--- src/rtl/mc_pkg.sv ---
// mc_pkg: shared types and constants for the RV32I multicycle controller.
//   - state_t     : FSM state encoding (4 bits)
//   - OP_*        : supported opcodes
//   - ALU_*       : ALUControl codes
//   - SRCA_/SRCB_/RES_/IMM_ : datapath select codes
//   - ALUOP_*     : main-decoder to ALU-decoder codes
//   - ctrl_t / state_ctrl() : Moore control word for each state
//   - imm_src() / op_supported() : opcode-only helpers
package mc_pkg;

    typedef enum logic [3:0] {
        S_FETCH    = 4'd0,
        S_DECODE   = 4'd1,
        S_MEMADR   = 4'd2,
        S_MEMREAD  = 4'd3,
        S_MEMWB    = 4'd4,
        S_MEMWRITE = 4'd5,
        S_EXECR    = 4'd6,
        S_EXECI    = 4'd7,
        S_ALUWB    = 4'd8,
        S_BRANCH   = 4'd9,
        S_JAL      = 4'd10,
        S_LUI      = 4'd11
    } state_t;

    localparam logic [6:0] OP_LOAD   = 7'b0000011;
    localparam logic [6:0] OP_STORE  = 7'b0100011;
    localparam logic [6:0] OP_RTYPE  = 7'b0110011;
    localparam logic [6:0] OP_ITYPE  = 7'b0010011;
    localparam logic [6:0] OP_BRANCH = 7'b1100011;
    localparam logic [6:0] OP_JAL    = 7'b1101111;
    localparam logic [6:0] OP_LUI    = 7'b0110111;

    localparam logic [2:0] ALU_ADD = 3'b000;
    localparam logic [2:0] ALU_SUB = 3'b001;
    localparam logic [2:0] ALU_AND = 3'b010;
    localparam logic [2:0] ALU_OR  = 3'b011;
    localparam logic [2:0] ALU_SLT = 3'b101;

    localparam logic [1:0] SRCA_PC    = 2'b00;
    localparam logic [1:0] SRCA_OLDPC = 2'b01;
    localparam logic [1:0] SRCA_RS1   = 2'b10;
    localparam logic [1:0] SRCA_ZERO  = 2'b11;

    localparam logic [1:0] SRCB_RS2   = 2'b00;
    localparam logic [1:0] SRCB_IMM   = 2'b01;
    localparam logic [1:0] SRCB_FOUR  = 2'b10;

    localparam logic [1:0] RES_ALUOUT = 2'b00;
    localparam logic [1:0] RES_DATA   = 2'b01;
    localparam logic [1:0] RES_ALURES = 2'b10;

    localparam logic [2:0] IMM_I = 3'b000;
    localparam logic [2:0] IMM_S = 3'b001;
    localparam logic [2:0] IMM_B = 3'b010;
    localparam logic [2:0] IMM_J = 3'b011;
    localparam logic [2:0] IMM_U = 3'b100;

    localparam logic [1:0] ALUOP_ADD   = 2'b00;
    localparam logic [1:0] ALUOP_SUB   = 2'b01;
    localparam logic [1:0] ALUOP_FUNCT = 2'b10;

    typedef struct packed {
        logic       adr_src;
        logic       mem_write;
        logic       ir_write;
        logic       pc_update;
        logic       branch;
        logic       reg_write;
        logic [1:0] result_src;
        logic [1:0] alu_src_a;
        logic [1:0] alu_src_b;
        logic [1:0] alu_op;
        logic       mem_wait;   // state waits on the memory handshake
        logic       is_decode;
    } ctrl_t;

    function automatic ctrl_t state_ctrl(input state_t s);
        ctrl_t c;
        c = '0;
        case (s)
            S_FETCH: begin
                c.ir_write   = 1'b1;
                c.pc_update  = 1'b1;
                c.alu_src_a  = SRCA_PC;
                c.alu_src_b  = SRCB_FOUR;
                c.result_src = RES_ALURES;
                c.mem_wait   = 1'b1;
            end
            S_DECODE: begin
                c.alu_src_a = SRCA_OLDPC;
                c.alu_src_b = SRCB_IMM;
                c.is_decode = 1'b1;
            end
            S_MEMADR: begin
                c.alu_src_a = SRCA_RS1;
                c.alu_src_b = SRCB_IMM;
            end
            S_MEMREAD: begin
                c.adr_src  = 1'b1;
                c.mem_wait = 1'b1;
            end
            S_MEMWB: begin
                c.result_src = RES_DATA;
                c.reg_write  = 1'b1;
            end
            S_MEMWRITE: begin
                c.adr_src   = 1'b1;
                c.mem_write = 1'b1;
                c.mem_wait  = 1'b1;
            end
            S_EXECR: begin
                c.alu_src_a = SRCA_RS1;
                c.alu_src_b = SRCB_RS2;
                c.alu_op    = ALUOP_FUNCT;
            end
            S_EXECI: begin
                c.alu_src_a = SRCA_RS1;
                c.alu_src_b = SRCB_IMM;
                c.alu_op    = ALUOP_FUNCT;
            end
            S_ALUWB: begin
                c.reg_write = 1'b1;
            end
            S_BRANCH: begin
                c.alu_src_a = SRCA_RS1;
                c.alu_src_b = SRCB_RS2;
                c.alu_op    = ALUOP_SUB;
                c.branch    = 1'b1;
            end
            S_JAL: begin
                c.alu_src_a = SRCA_OLDPC;
                c.alu_src_b = SRCB_FOUR;
                c.pc_update = 1'b1;
            end
            S_LUI: begin
                c.alu_src_a = SRCA_ZERO;
                c.alu_src_b = SRCB_IMM;
            end
            default: c = '0;
        endcase
        return c;
    endfunction

    function automatic logic [2:0] imm_src(input logic [6:0] op);
        case (op)
            OP_STORE:  return IMM_S;
            OP_BRANCH: return IMM_B;
            OP_JAL:    return IMM_J;
            OP_LUI:    return IMM_U;
            default:   return IMM_I;
        endcase
    endfunction

    function automatic logic op_supported(input logic [6:0] op);
        case (op)
            OP_LOAD, OP_STORE, OP_RTYPE, OP_ITYPE,
            OP_BRANCH, OP_JAL, OP_LUI: return 1'b1;
            default:                   return 1'b0;
        endcase
    endfunction

endpackage

--- src/rtl/aludec.sv ---
// aludec: ALU decoder shared with the single-cycle controller.
// Ports:
//   alu_op      in  2  main-decoder ALUOp (00 add, 01 sub, 10 by funct3)
//   funct3      in  3  Instr[14:12]
//   op5         in  1  Instr[5] (distinguishes R-type from I-type)
//   funct7b5    in  1  Instr[30]
//   alu_control out 3  ALU operation code
module aludec
    import mc_pkg::*;
(
    input  logic [1:0] alu_op,
    input  logic [2:0] funct3,
    input  logic       op5,
    input  logic       funct7b5,
    output logic [2:0] alu_control
);

    always_comb begin
        alu_control = ALU_ADD;
        case (alu_op)
            ALUOP_SUB: alu_control = ALU_SUB;
            ALUOP_FUNCT: begin
                case (funct3)
                    // Only R-type with funct7b5 is sub; addi ignores bit 30.
                    3'b000:  alu_control = (op5 & funct7b5) ? ALU_SUB : ALU_ADD;
                    3'b010:  alu_control = ALU_SLT;
                    3'b110:  alu_control = ALU_OR;
                    3'b111:  alu_control = ALU_AND;
                    default: alu_control = ALU_ADD;
                endcase
            end
            default: alu_control = ALU_ADD;
        endcase
    end

endmodule

--- src/rtl/mc_controller.sv ---
// mc_controller: Moore sequencing FSM for the RV32I multicycle core.
// Optional feature macro: MC_CTRL_MEM_READY_EN (adds MemReady handshake).
// Ports:
//   clk, reset                 clock, asynchronous active-high reset
//   op, funct3, funct7b5       instruction fields from the IR
//   Zero, blt, bltu            branch flags from the datapath
//   MemReady                   memory accept (only with MC_CTRL_MEM_READY_EN)
//   PCWrite, AdrSrc, MemWrite, IRWrite, RegWrite  datapath strobes/selects
//   ResultSrc, ALUSrcA, ALUSrcB, ALUControl, ImmSrc  datapath selects
//   Illegal                    pulse in DECODE for an unsupported opcode
module mc_controller
    import mc_pkg::*;
#(
    parameter state_t RESET_STATE = S_FETCH
) (
    input  logic       clk,
    input  logic       reset,
    input  logic [6:0] op,
    input  logic [2:0] funct3,
    input  logic       funct7b5,
    input  logic       Zero,
    input  logic       blt,
    input  logic       bltu,
`ifdef MC_CTRL_MEM_READY_EN
    input  logic       MemReady,
`endif
    output logic       PCWrite,
    output logic       AdrSrc,
    output logic       MemWrite,
    output logic       IRWrite,
    output logic [1:0] ResultSrc,
    output logic [1:0] ALUSrcA,
    output logic [1:0] ALUSrcB,
    output logic [2:0] ALUControl,
    output logic [2:0] ImmSrc,
    output logic       RegWrite,
    output logic       Illegal
);

    state_t state;
    state_t state_next;
    ctrl_t  ctrl;
    logic   mem_ready;
    logic   mem_go;
    logic   taken;

`ifdef MC_CTRL_MEM_READY_EN
    assign mem_ready = MemReady;
`else
    assign mem_ready = 1'b1;
`endif

    // States that touch memory advance only once the access is accepted.
    assign mem_go = ~ctrl.mem_wait | mem_ready;

    always_comb begin
        state_next = state;
        case (state)
            S_FETCH:    if (mem_go) state_next = S_DECODE;
            S_DECODE: begin
                case (op)
                    OP_LOAD, OP_STORE: state_next = S_MEMADR;
                    OP_RTYPE:          state_next = S_EXECR;
                    OP_ITYPE:          state_next = S_EXECI;
                    OP_BRANCH:         state_next = S_BRANCH;
                    OP_JAL:            state_next = S_JAL;
                    OP_LUI:            state_next = S_LUI;
                    default:           state_next = S_FETCH;
                endcase
            end
            S_MEMADR:   state_next = op[5] ? S_MEMWRITE : S_MEMREAD;
            S_MEMREAD:  if (mem_go) state_next = S_MEMWB;
            S_MEMWB:    state_next = S_FETCH;
            S_MEMWRITE: if (mem_go) state_next = S_FETCH;
            S_EXECR, S_EXECI, S_JAL, S_LUI: state_next = S_ALUWB;
            S_ALUWB, S_BRANCH: state_next = S_FETCH;
            default:    state_next = S_FETCH;
        endcase
    end

    // Control word is registered alongside the state so outputs come straight from flops.
    always_ff @(posedge clk or posedge reset) begin
        if (reset) begin
            state <= RESET_STATE;
            ctrl  <= state_ctrl(RESET_STATE);
        end else begin
            state <= state_next;
            ctrl  <= state_ctrl(state_next);
        end
    end

    always_comb begin
        case (funct3)
            3'b000:  taken = Zero;
            3'b001:  taken = ~Zero;
            3'b100:  taken = blt;
            3'b101:  taken = ~blt;
            3'b110:  taken = bltu;
            3'b111:  taken = ~bltu;
            default: taken = 1'b0;
        endcase
    end

    aludec u_aludec (
        .alu_op      (ctrl.alu_op),
        .funct3      (funct3),
        .op5         (op[5]),
        .funct7b5    (funct7b5),
        .alu_control (ALUControl)
    );

    // Strobes are masked by reset so an asynchronous reset mid-instruction
    // cannot produce a write in the cycle it lands in.
    assign PCWrite   = ((ctrl.pc_update & mem_go) | (ctrl.branch & taken)) & ~reset;
    assign IRWrite   = ctrl.ir_write & mem_go & ~reset;
    assign MemWrite  = ctrl.mem_write & ~reset;
    assign RegWrite  = ctrl.reg_write & ~reset;
    assign AdrSrc    = ctrl.adr_src;
    assign ResultSrc = ctrl.result_src;
    assign ALUSrcA   = ctrl.alu_src_a;
    assign ALUSrcB   = ctrl.alu_src_b;
    assign ImmSrc    = imm_src(op);
    assign Illegal   = ctrl.is_decode & ~op_supported(op);

endmodule
--- config.mk ---
export PLATFORM = sky130hd
export DESIGN_NAME = mc_controller
export DESIGN_NICKNAME = d
export VERILOG_FILES = /design/src/rtl/mc_pkg.sv /design/src/rtl/aludec.sv /design/src/rtl/mc_controller.sv
export SDC_FILE = /design/constraint.sdc
export NUM_CORES = 1
export LEC_CHECK = 0
export BUFFER_PORTS_ARGS = -buffer_cell sky130_fd_sc_hd__clkbuf_2
export CORE_MARGIN = 1.5
export CORE_UTILIZATION = 45
export CTS_CLUSTER_DIAMETER = 150
export DETAILED_ROUTE_END_ITERATION = 10
export PLACE_DENSITY = 0.81
export SYNTH_ARGS = -nofsm -noshare
export SYNTH_HDL_FRONTEND = slang
export SYNTH_HIERARCHICAL = 1
export SYNTH_SLANG_ARGS = --single-unit
export TNS_END_PERCENT = 5
--- constraint.sdc ---
create_clock -name clk -period 2 [get_ports clk]
set_clock_uncertainty 0.15 [all_clocks]
set_input_delay 0.2 -clock clk [delete_from_list [all_inputs] [get_ports clk]]
set_output_delay 0.2 -clock clk [all_outputs]
set_load 0.03 [all_outputs]
======== Word-level counts from Yosys, hierarchy flattened ========
Cells that the tools add are included.
W data, S select, Z words.
word-level totals
  flip-flop bits (word level) ............. 19
  input port bits ......................... 16
  output and inout bits ................... 18
  logic and storage cells ................. 89
cells by class
  equal/unequal tests ..................... 33
  mux-type cells .......................... 19
  bitwise logic cells ..................... 13
  reductions and logical operators ........ 12
operator list
  kind                  count
  $pmux W4 S6           2
  $eq A4 B3 Y1 const B  6
  $eq A4 B4 Y1 const B  6
  $pmux W3 S4           2
  $eq A7 B6 Y1 const B  3
  $pmux W4 S5           1
  $eq A4 B2 Y1 const B  4
  $eq A7 B7 Y1 const B  2
  $reduce_or A2 Y1      7
  $eq A3 B3 Y1 const B  4
  $mux W1               9
  $eq A4 B1 Y1 const B  2
  $logic_not A4 Y1      2
  $pmux W2 S2           2
  $and A1 B1 Y1         7
  $eq A7 B2 Y1 const B  1
  $eq A7 B5 Y1 const B  1
  $reduce_or A7 Y1      1
  $pmux W1 S6           1
  $pmux W3 S2           1
  $not A1 Y1            5
  $reduce_or A4 Y1      1
  $eq A3 B1 Y1 const B  1
  $eq A3 B2 Y1 const B  1
  other kinds (5)       5

======== Longest topological paths before layout ========
Gate-level depths: netlist of run 1.
  depth after elaboration ................. 7
  mapped depth ............................ 7
  mapped depth without buffers ............ 5

======== Modules after synthesis ========
The synthesis of run 1 kept the hierarchy.
modules (own cells, without submodules)
  module         times used  cells an instance  area each (µm²)  seq. area each (µm²)
  mc_controller  1           101                996.0            429.2
  aludec         1           11                 96.3             0.0

======== Worst setup path after synthesis of run 1 ========
OpenSTA, ideal clock, no wires.
  kind .................................... reg-to-output
  start point ............................. register ctrl[2] (netlist bit)
  end point ............................... output ALUControl[2]
  arrival ................................. 1.775 ns
  required time ........................... 1.650 ns
  slack ................................... -0.125 ns
  stages on the path, launching flop included .. 4
  buffers on the path ..................... 0
  cell sequence ........................... dfrtp_1 > inv_1 > ha_1 > nor4b_1
between the ends
  word-level cells in the longest chain between the ends .. 2
  elaborated cells between the ends (all ways) .. 3
  those cells by class .................... eq/ne: 2; mux: 1
RTL lines
  element                                       RTL line             RTL
  start, declared                               mc_controller.sv:42  ctrl_t ctrl;
  start signal, assigned                        mc_controller.sv:85  ctrl <= state_ctrl(RESET_STATE);
  start signal, assigned                        mc_controller.sv:88  ctrl <= state_ctrl(state_next);
  $eq A2 B2 Y1 or $eq A2 B1 Y1 (tied branches)  aludec.sv:20         case (alu_op)
  $pmux W3 S2 *                                 aludec.sv:20
  end, declared                                 mc_controller.sv:34  output logic [2:0] ALUControl,
Every way passes the cells marked *; elsewhere a longest branch is shown, timed or not.

======== Worst setup path in the final report of run 1 ========
  start point ............................. register state[0]
  end point ............................... register ctrl (netlist bit ALUSrcB[1])
between the ends
  word-level cells in the longest chain between the ends .. 6
  elaborated cells between the ends (all ways) .. 21
  those cells by class .................... eq/ne: 14; mux: 2; reduce/logical: 5
RTL lines
  element                                       RTL line             RTL
  start, declared                               mc_controller.sv:40  state_t state;
  start signal, assigned                        mc_controller.sv:87  state <= state_next;
  $eq A4 B3 Y1 or $eq A4 B4 Y1 (tied branches)  mc_controller.sv:58  case (state)
  $reduce_or A4 Y1                              mc_controller.sv:58
  $pmux W4 S5 *                                 mc_controller.sv:58
  $eq A4 B4 Y1 (tied with other cells)          mc_pkg.sv:81         case (s)
  $reduce_or A2 Y1 (no source line)             --
  $pmux W4 S6 *                                 mc_pkg.sv:81
Marks and branches as above.

==> results of run 1 <==
-- cell usage after synthesis, types with 2 or more instances --
master	instances
and2_1	3
a21oi_2	2
inv_1	9
ha_1	2
nor2b_1	3
xor2_1	4
or3b_1	2
nand3_1	4
nor3_1	3
nand2b_1	2
a211oi_1	2
nor2_1	10
a21oi_1	6
nand2_1	6
o21ai_0	4
buf_6	2
dfstp_2	3
dfrtp_1	14
nand3b_1	4
buf_4	6
-- flip-flops by register name (all words and copies together) (netlist names) --
signal	flops
state	4
ResultSrc	2
AdrSrc	1
ALUSrcA	2
ctrl	6
ALUSrcB	2
-- cell families after synthesis --
family,after synthesis,synth area share
and+or+nand+nor,47,0.275
DFF,17,0.393
xor gates and xnor gates,5,0.0401
adders and majority gates,2,0.0229
muxes,1,0.00916
buffers and inverters,17,0.0928
AOI/OAI and AO/OA,23,0.167
-- cells in the final DEF, fill, tap and decap left out, types with 2 or more instances in the layout --
cell / netlist / final
clkbuf_2: 0 / 32
dfrtp_1: 14 / 12
nor2_1: 10 / 10
inv_1: 9 / 9
nand2_1: 6 / 6
a21oi_1: 6 / 6
buf_4: 6 / 5
nand3b_1: 4 / 4
xor2_1: 4 / 4
nand3_1: 4 / 4
dfstp_2: 3 / 3
nor3_1: 3 / 3
and2_1: 3 / 3
o21ai_0: 4 / 3
nor2b_1: 3 / 3
clkbuf_4: 0 / 3
nand2b_1: 2 / 2
or3b_1: 2 / 2
a21oi_2: 2 / 2
o21ai_1: 1 / 2
dfrtp_2: 0 / 2
ha_1: 2 / 2
-- through the flow --
stage               std cells   util  TNS (ns)
CTS                       173  0.575         0
detailed placement        168  0.556         0
finish                    175  0.585         0
global route              175  0.585   -0.0488
floorplan                 112      -         0
global placement          168  0.556         0
-- what timing repair did --
item	CTS	global route
setup buffers	0	2
gates resized for setup	1	5
pin swaps	0	3
endpoints found under the setup margin	1	5
endpoints found under the hold margin	14	0
hold buffers	1	0
-- worst max-delay path, cell delays in order (launching register included) --
cell     delay, ns
dfrtp_1       0.48
inv_1         0.11
nor4_2        0.41
o21ai_0       0.29
a22o_1        0.31
a21oi_1       0.15
-- routing by layer --
layer | part of all wire | global-route usage
met4 | 0.021 | 0.0940
met1 | 0.41 | 0.230
met5 | 0 | 0
met2 | 0.49 | 0.348
met3 | 0.078 | 0.0400
-- worst paths after layout --
path                               startpoint                    to  slack, ns
min reg2reg                state[0]$_DFF_PP0_      AdrSrc$_DFF_PP0_       0.44
max                        state[0]$_DFF_PP0_  ALUSrcB[1]$_DFF_PP1_       0.04
max in group asynchronous               reset    state[3]$_DFF_PP0_       0.90
max reg2reg                state[0]$_DFF_PP0_  ALUSrcB[1]$_DFF_PP1_       0.04
min in group asynchronous               reset     ctrl[3]$_DFF_PP0_       0.38
min                                     op[5]    ctrl[14]$_DFF_PP0_       0.13
-- power breakdown --
part           switching (uW)  total [uW]  internal (uW)
clock                     118         193           74.8
sequential               44.1         489            445
combinational             336         528            192
-- final cells by class --
type	instances	area [um^2]
Timing Repair Buffer	39	213
Tap cell	28	35.0
Multi-Input combinational cell	78	579
Sequential cell	17	432
Fill cell	220	935
Inverter	9	33.8
Clock buffer	3	22.5
Clock inverter	1	5.00
==> summary.txt, run 1 <==
TritonCTS buffer count: 3
CTS tree: built
Distinct cells, synth: 41
Register-to-Register Path Depth: 5
PwrDens: 916 nW/um^2
Die ar.: 2730 um^2
worst hold margin: 0.132 ns
cell row count: 17
Placer Congestion: 1.03
post-route cell area: 1320 um^2
chip height: 52.3 um
CP Capture Type: flop
gr usage total: 0.199
final wirelength: 2.46 mm
Vias per Instance: 5.57
PortBufs: 33
Final min period: 1.96 ns
Placement Cell Area: 1250 um^2
initial antenna violation count: 0
Final Max Tran Viols: 0
hold-critical path depth: 3
ant diodes: 0
clock tree sinks: 17
Clk pin slew, worst setup/hold paths: 0.10 ns
wire per inst: 14.1 um
DRT iter0 DRCs: 39
Fin. Hold Viols: 0
setup slack after layout: 0.0371 ns
Tightest Pin Transition: 0.593 ns
grt ovf: 0
Syn Nets: 130
fin crit share: 0.981
Crit Path Max Fanout: 7
largest area contributor in the netlist: dfrtp_1
Post-Syn Area: 1090 um^2
sequential area share after synthesis: 0.393
Max-Cap Viols: 0
Final nets: 166
vias in the first global route: 879
EDFF count, synth: 0
# IOs: 34
cells after synthesis: 112
Starting Density: 0.484
Routed Antenna Nets: 0
crit start category: flop
core area: 2250 um^2
top cells by area, synth: dfrtp_1 (32%), dfstp_2 (7.2%), buf_4 (4.1%)
Critical Path RT: 2.09 ns
largest net degree at the start of global routing: 18
RSZ-0062 raised after global routing: true
asr flop ratio synth: 1.00
first-pass GRT wire length: 3.90 mm
clock tree buffer depth: 2
VDD IR-drop max: 0.000517 V
Synth top area share: 0.321
DRC viols: 0
syn avg cell area: 9.75 um^2
crit path kind: flop to flop
Overall Power: 1210 uW
# setup viols final: 0
clk_lat worst skew: 0.30 ns
layout cells sized above 1: 0.408
Tightest Hold Check Type: primary input to flop
Clock H-tree levels: 1
DRT Pass-1 Iters: 4
Worst Path Arrival: 2.05 ns
area delta synth->final: 20.8%
dominant synthesized flop cell: dfrtp_1
YS warnings: 6
Clock Tree Root: clkbuf_4
via count: 975
synthesized flop and latch total: 17
relative slew slack: 0.605
run status: complete, no violations
DP Wirelength: 1.86 mm
maximum clock rate: 0.509 GHz
Lkg Pwr: 0.000639 uW
die width: 52.3 um
pre-CTS WS: 0.00689 ns
(Power assumes the default switching activity.)
==> run 2, diff against run 1 <==
--- a/config.mk
+++ b/config.mk
@@ -5,6 +5,7 @@
 export SDC_FILE = /design/constraint.sdc
 export NUM_CORES = 1
 export LEC_CHECK = 0
+export ABC_AREA = 1
 export BUFFER_PORTS_ARGS = -buffer_cell sky130_fd_sc_hd__clkbuf_2
 export CORE_MARGIN = 1.5
 export CORE_UTILIZATION = 45
==> summary.txt, run 2 <==
run status: complete, no violations
post-CTS setup buffer count: 0 (unchanged)
top cells by area, synth: dfrtp_1 (32%), dfstp_2 (7.1%), nor2_1 (7.1%)
delay-heaviest family, CP: flip-flops
max FFs per register: 6 (unchanged)
core area: 2280 um^2 (+0.94%)
worst hold endpoint: ctrl[3]$_DFF_PP0_
chip height: 52.6 um (+0.59%)
critical path's most frequent cell: inv_1
Placer Congestion: 0.882 (-14%)
PortBufs: 33 (unchanged)
crit start category: flop
largest net degree at the start of global routing: 18 (unchanged)
setup TNS: 0 ns (unchanged)
Multi-input gate area: 518 um^2 (-11%)
DRT Pass-1 Iters: 4 (unchanged)
crit path kind: flop to output port
Overall Power: 1160 uW (-4.1%)
dominant synthesized flop cell: dfrtp_1
gr usage total: 0.177 (-0.0218)
fillcell total: 201 (-8.6%)
DRT iter0 DRCs: 15 (-62%)
area delta synth->final: 17.4%
relative slew slack: 0.597 (-0.00710)
fin crit share: 0.947 (-0.0346)
Placement Cell Area: 1260 um^2 (+0.60%)
register area: 429 um^2 (-0.58%)
CTS tree: built
syn avg cell area: 7.68 um^2 (-21%)
clk_lat worst skew: 0.29 ns (about the same)
Cell Chain, Critical Path: inv_1 > ha_1 > inv_1 > nand4_1 > nand3_1 > clkbuf_2
R2R setup slack: 0.43 ns (+0.39 ns)
Final Max Tran Viols: 0 (unchanged)
Critical Path RT: 1.65 ns (-0.44 ns)
most common cell in the netlist: nor2_1
Vias per Instance: 4.88 (-12%)
Die ar.: 2760 um^2 (+1.2%)
DP Wirelength: 1.79 mm (-3.7%)
most common cell after layout, fill and taps aside: clkbuf_2
Lkg Pwr: 0.000769 uW (+20%)
initial antenna violation count: 0 (unchanged)
RSZ-0062 raised after global routing: false
Tightest Pin Transition: 0.603 ns (+0.0106 ns)
Crit Path Max Fanout: 3 (-4)
YS warnings: 6 (unchanged)
DRC viols: 0 (unchanged)
Clk pin slew, worst setup/hold paths: 0.09 ns (about the same)
sequential area share after synthesis: 0.388 (-0.00489)
Final min period: 1.89 ns (-0.0692 ns)
synthesized flop and latch total: 17 (unchanged)
Post-Syn Area: 1110 um^2 (+1.3%)
top cells by count, synth: nor2_1 (21), inv_1 (20), nand2_1 (20), dfrtp_1 (14), nand2_2 (10)
first-pass GRT wire length: 3.48 mm (-11%)
Reg with most FFs: ctrl
Final nets: 195 (+17%)
cell row count: 17 (unchanged)
Clock Tree Root: clkbuf_4
Synth top area share: 0.317 (-0.00399)
post-route cell area: 1300 um^2 (-1.6%)
most frequent cells in the layout: clkbuf_2 (32), nor2_1 (21), nand2_1 (20), inv_1 (20), dfrtp_1 (14)
EDFF count, synth: 0 (unchanged)
# IOs: 34 (unchanged)
FF-to-FF End: ctrl[12]$_DFF_PP1_
clock tree buffer depth: 2 (unchanged)
wire per inst: 10.8 um (-23%)
largest registers: ctrl (6), state (4)
hold wc startpoint: op[4]
TritonCTS buffer count: 3 (unchanged)
Fin. Hold Viols: 0 (unchanged)
Max-Cap Viols: 0 (unchanged)
clock tree sinks: 17 (unchanged)
via count: 996 (+2.2%)
asr flop ratio synth: 1.00 (unchanged)
die width: 52.6 um (+0.59%)
Syn Nets: 162 (+25%)
Layout Cells excl Fill: 204 (+17%)
reg2reg start: state[3]$_DFF_PP0_
final wirelength: 2.21 mm (-10%)
hold-critical path depth: 3 (unchanged)
PwrDens: 893 nW/um^2 (-2.5%)
largest area contributor in the netlist: dfrtp_1
CP bufs+invs: 3 (+2)
Tightest Hold Check Type: primary input to flop
# setup viols final: 0 (unchanged)
Clock H-tree levels: 1 (unchanged)
vias in the first global route: 910 (+3.5%)
Register-to-Register Path Depth: 7 (+2)
Distinct cells, synth: 23 (-44%)
slowest stage delay, CP: 0.38 ns (-0.10 ns)
Starting Density: 0.486 (+0.00152)
Worst Path Arrival: 1.54 ns (-0.51 ns)
CP Capture Type: output port
cells after synthesis: 144 (+29%)
CP max stage cell: dfrtp_1
grt ovf: 0 (unchanged)
worst hold margin: 0.0366 ns (-0.0953 ns)
layout cells sized above 1: 0.415 (+0.00661)
maximum clock rate: 0.528 GHz (+3.7%)
VDD IR-drop max: 0.000654 V (+26%)
placed cells: 199 (+18%)
Routed Antenna Nets: 0 (unchanged)
ant diodes: 0 (unchanged)
[run 2: per-stage QoR]
step / setup WS [ns] / util
after global routing: 0.00600 / 0.571
after global placement: 0.480 / 0.554
after detailed placement: 0.418 / 0.554
after floorplan: 0.238 / -
after CTS: 0.0836 / 0.571
final: 0.106 / 0.571
[run 2: report_power, final]
group          switching (uW)  internal (uW)  total (uW)
Clock                     108           74.6         182
Sequential               42.6            445         487
Combinational             348            142         490
Total                     498            662        1160
[run 2: worst max-delay path by stage]
stage                            startpoint            end  slack, ns  depth (start not counted)
after floorplan                       op[3]      ImmSrc[0]       0.24                          3
after global placement    ctrl[2]$_DFF_PP0_  ALUControl[2]       0.48                          6
after detailed placement  ctrl[2]$_DFF_PP0_  ALUControl[0]       0.42                          6
after CTS                 ctrl[2]$_DFF_PP0_  ALUControl[0]       0.08                          6
after global routing      ctrl[2]$_DFF_PP0_  ALUControl[1]      0.006                          5
final                     ctrl[2]$_DFF_PP0_  ALUControl[0]       0.11                          6
[run 2: final cells by class]
| type | count | share of cell area |
|---|---|---|
| multi-input combinational | 92 | 0.399 |
| sequential | 17 | 0.330 |
| timing repair buffer | 34 | 0.135 |
| inverter | 29 | 0.0877 |
| tap | 28 | 0.0270 |
| clock buffer | 3 | 0.0173 |
| clock inverter | 1 | 0.00385 |
[run 2: kinds of logic (layout without fill, tap and decap cells)]
group | Yosys count | after routing | share of synthesized area
XOR/XNOR | 1 | 1 | 0.00792
AO/OA/AOI/OAI | 10 | 10 | 0.0486
AND/OR/NAND/NOR | 79 | 79 | 0.389
buffers and inverters | 35 | 67 | 0.144
flip-flops | 17 | 17 | 0.388
adder cells (fa/ha/maj) | 2 | 2 | 0.0226
[run 2: worst register-to-register path, delay by kind of cell (launching register included)]
kind	cells	cell delay, ns
AND/OR/NAND/NOR	5	0.68
flip-flops	1	0.40
buffers and inverters	1	0.14
AO/OA/AOI/OAI	1	0.13
[run 2: routing by layer]
layer	routed length [um]	up-vias	part of all wire	GRT usage
met5	0	-	0	0
met4	48	0	0.022	0.0897
met3	105	7	0.048	0.0286
met2	1150	25	0.52	0.333
met1	904	460	0.41	0.185
li1	-	504	-	-
[run 2: what timing repair did]
action | in CTS | in global routing
hold buffers | 1 | 0
resized for setup | 0 | 1
endpoints found under the setup margin | 0 | 1
endpoints found under the hold margin | 14 | 0
==> run 3, diff against run 2 <==
--- a/config.mk
+++ b/config.mk
@@ -8,10 +8,11 @@
 export ABC_AREA = 1
 export BUFFER_PORTS_ARGS = -buffer_cell sky130_fd_sc_hd__clkbuf_2
 export CORE_MARGIN = 1.5
-export CORE_UTILIZATION = 45
+export CORE_UTILIZATION = 50
 export CTS_CLUSTER_DIAMETER = 150
 export DETAILED_ROUTE_END_ITERATION = 10
-export PLACE_DENSITY = 0.81
+export PLACE_DENSITY = 0.85
+export SKIP_LAST_GASP = 1
 export SYNTH_ARGS = -nofsm -noshare
 export SYNTH_HDL_FRONTEND = slang
 export SYNTH_HIERARCHICAL = 1
==> constraint.sdc (replaced) <==
create_clock -name clk -period 1.75 [get_ports clk]
set_clock_uncertainty 0.15 [all_clocks]
set_input_delay 0.175 -clock clk [delete_from_list [all_inputs] [get_ports clk]]
set_output_delay 0.175 -clock clk [all_outputs]
set_load 0.03 [all_outputs]
==> summary.txt, run 3 (same netlist as run 2, synthesis figures left out) <==
RSZ-0062 raised after global routing: true
most frequent cells in the layout: clkbuf_2 (30), nor2_1 (21), nand2_1 (20), inv_1 (18), dfrtp_1 (14)
core area: 2020 um^2 (-11%)
Final Max Tran Viols: 0 (unchanged)
clk_lat worst skew: 0.29 ns (about the same)
Core Util, Final: 0.657 (+0.0865)
Routed Antenna Nets: 0 (unchanged)
Critical Path RT: 1.42 ns (-0.23 ns)
wire per inst: 10.1 um (-6.7%)
largest registers: ctrl (6), state (4)
VDD IR-drop max: 0.000786 V (+20%)
DP Wirelength: 1.65 mm (-8.1%)
fin crit share: 0.985
most common cell after layout, fill and taps aside: clkbuf_2
Worst Path Arrival: 1.40 ns (-0.14 ns)
DRT Pass-1 Iters: 4 (unchanged)
Layout Cells excl Fill: 204 (unchanged)
vias in the first global route: 854 (-6.2%)
Int Power: 758 uW (+14%)
die width: 50.0 um (-4.8%)
combinational share of power: 0.422 (about the same)
# IOs: 34 (unchanged)
DRT iter0 DRCs: 11 (-4)
clock share of power: 0.157 (about the same)
Final min period: 1.72 ns
Clock H-tree levels: 1 (unchanged)
layout cells sized above 1: 0.435 (+0.0203)
Lkg Pwr: 0.000776 uW (+0.83%)
Crit Path Max Fanout: 2 (-1)
Clock Tree Root: clkbuf_4
relative slew slack: 0.606 (+0.00849)
Clk pin slew, worst setup/hold paths: 0.10 ns (about the same)
ant diodes: 0 (unchanged)
Tightest Hold Check Type: primary input to flop
Max-Cap Viols: 0 (unchanged)
clock tree buffer depth: 2 (unchanged)
clock tree sinks: 17 (unchanged)
cell row count: 16 (-1)
placed cells: 198 (-0.50%)
Sw Pwr: 562 uW (+13%)
# setup viols final: 0 (unchanged)
grt ovf: 0 (unchanged)
initial antenna violation count: 0 (unchanged)
CP max stage cell: dfrtp_1
run status: complete, no violations
Tightest Pin Transition: 0.591 ns (-0.0127 ns)
via count: 961 (-3.5%)
gr usage total: 0.185 (+0.00833)
crit path kind: flop to output port
delay-heaviest family, CP: flip-flops
DRC viols: 0 (unchanged)
Die ar.: 2500 um^2 (-9.4%)
crit start category: flop
Placer Congestion: 0.841 (-4.7%)
Fin. Hold Viols: 0 (unchanged)
TritonCTS buffer count: 3 (unchanged)
setup TNS: 0 ns (unchanged)
PwrDens: 993 nW/um^2 (+11%)
Vias per Instance: 4.71 (-3.5%)
max FFs per register: 6 (unchanged)
final wirelength: 2.06 mm (-6.7%)
largest net degree at the start of global routing: 18 (unchanged)
CP bufs+invs: 2 (-1)
Seq pwr share: 0.421 (about the same)
sw frac: 0.426 (-0.00347)
area delta synth->final: 20.1%
maximum clock rate: 0.580 GHz
PortBufs: 33 (unchanged)
CP Capture Type: output port
slowest stage delay, CP: 0.43 ns (+0.05 ns)
Reg with most FFs: ctrl
CTS tree: built
chip height: 50.0 um (-4.8%)
Starting Density: 0.547 (+0.0610)
Final nets: 196 (+0.51%)
Cell Chain, Critical Path: ha_4 > inv_2 > nand4_1 > nor2_1 > buf_4
first-pass GRT wire length: 3.52 mm (+1.2%)
## run 3: cell types whose count changed in the layout (fill, tap and decap cells not counted)
cell,delta
buf_4,+3
buf_6,+1
clkbuf_2,-2
ha_4,+1
ha_1,-1
inv_2,+2
buf_2,-1
inv_1,-2
## run 3: final cells by class
cell class / instances / area, um^2
clock buffer: 3 / 22.5
clock inverter: 1 / 5.00
fill: 182 / 693
inverter: 29 / 114
multi-input combinational: 92 / 531
sequential: 17 / 429
tap: 27 / 33.8
timing repair buffer: 35 / 194
## run 3: routing by layer
metal | vias up | part of all wire | track usage
met4 | 0 | 0 | 0.0417
met3 | 0 | 0.054 | 0.0455
met2 | 25 | 0.51 | 0.329
met5 | - | 0 | 0
met1 | 433 | 0.44 | 0.223
li1 | 503 | - | -
## run 3: timing repair
| action | 4_1_cts | 5_1_grt |
|---|---|---|
| setup buffers | 1 | 0 |
| endpoints found under the hold margin | 14 | 0 |
| pin swaps | 3 | 1 |
| hold buffers | 1 | 0 |
| setup endpoints to repair | 3 | 3 |
| gates resized for setup | 6 | 4 |
## run 3: final timing paths
check / startpoint / end / slack [ns] / depth (start not counted)
setup / recovery: ctrl[3]$_DFF_PP0_ / ALUControl[2] / 0.03 / 5
max in group asynchronous: reset / ctrl[0]$_DFF_PP0_ / 0.70 / 3
hold reg to reg: state[1]$_DFF_PP0_ / ctrl[0]$_DFF_PP0_ / 0.44 / 1
hold / removal: op[5] / ctrl[14]$_DFF_PP0_ / 0.002 / 3
min in group asynchronous: reset / ResultSrc[0]$_DFF_PP0_ / 0.37 / 3
setup reg to reg: state[3]$_DFF_PP0_ / ctrl[12]$_DFF_PP1_ / 0.21 / 7
## run 3: worst min-delay path, cell delays in order
cell      delay, ns
clkbuf_2       0.14
inv_1          0.07
nor2_1         0.04
## run 3: power by group through the flow
stage          Clock (uW)  Sequential [uW]  Combinational, uW
6_report              208              556                556
5_1_grt               236              569                608
4_1_cts               214              555                563
3_5_place_dp            0              564                557
3_3_place_gp            0              559                547
2_1_floorplan           0              554                482
## run 3: stage by stage
step / total power, uW / instance area [um^2] / setup slack, ns / hold slack (ns)
2_1_floorplan: 1040 / 1110 / 0.0385 / -0.0511
3_3_place_gp: 1110 / 1260 / 0.221 / 0.146
3_5_place_dp: 1120 / 1260 / 0.157 / 0.157
4_1_cts: 1330 / 1330 / -0.0152 / 0.00182
5_1_grt: 1410 / 1330 / -0.0577 / 0.00820
6_report: 1320 / 1330 / 0.0263 / 0.00220
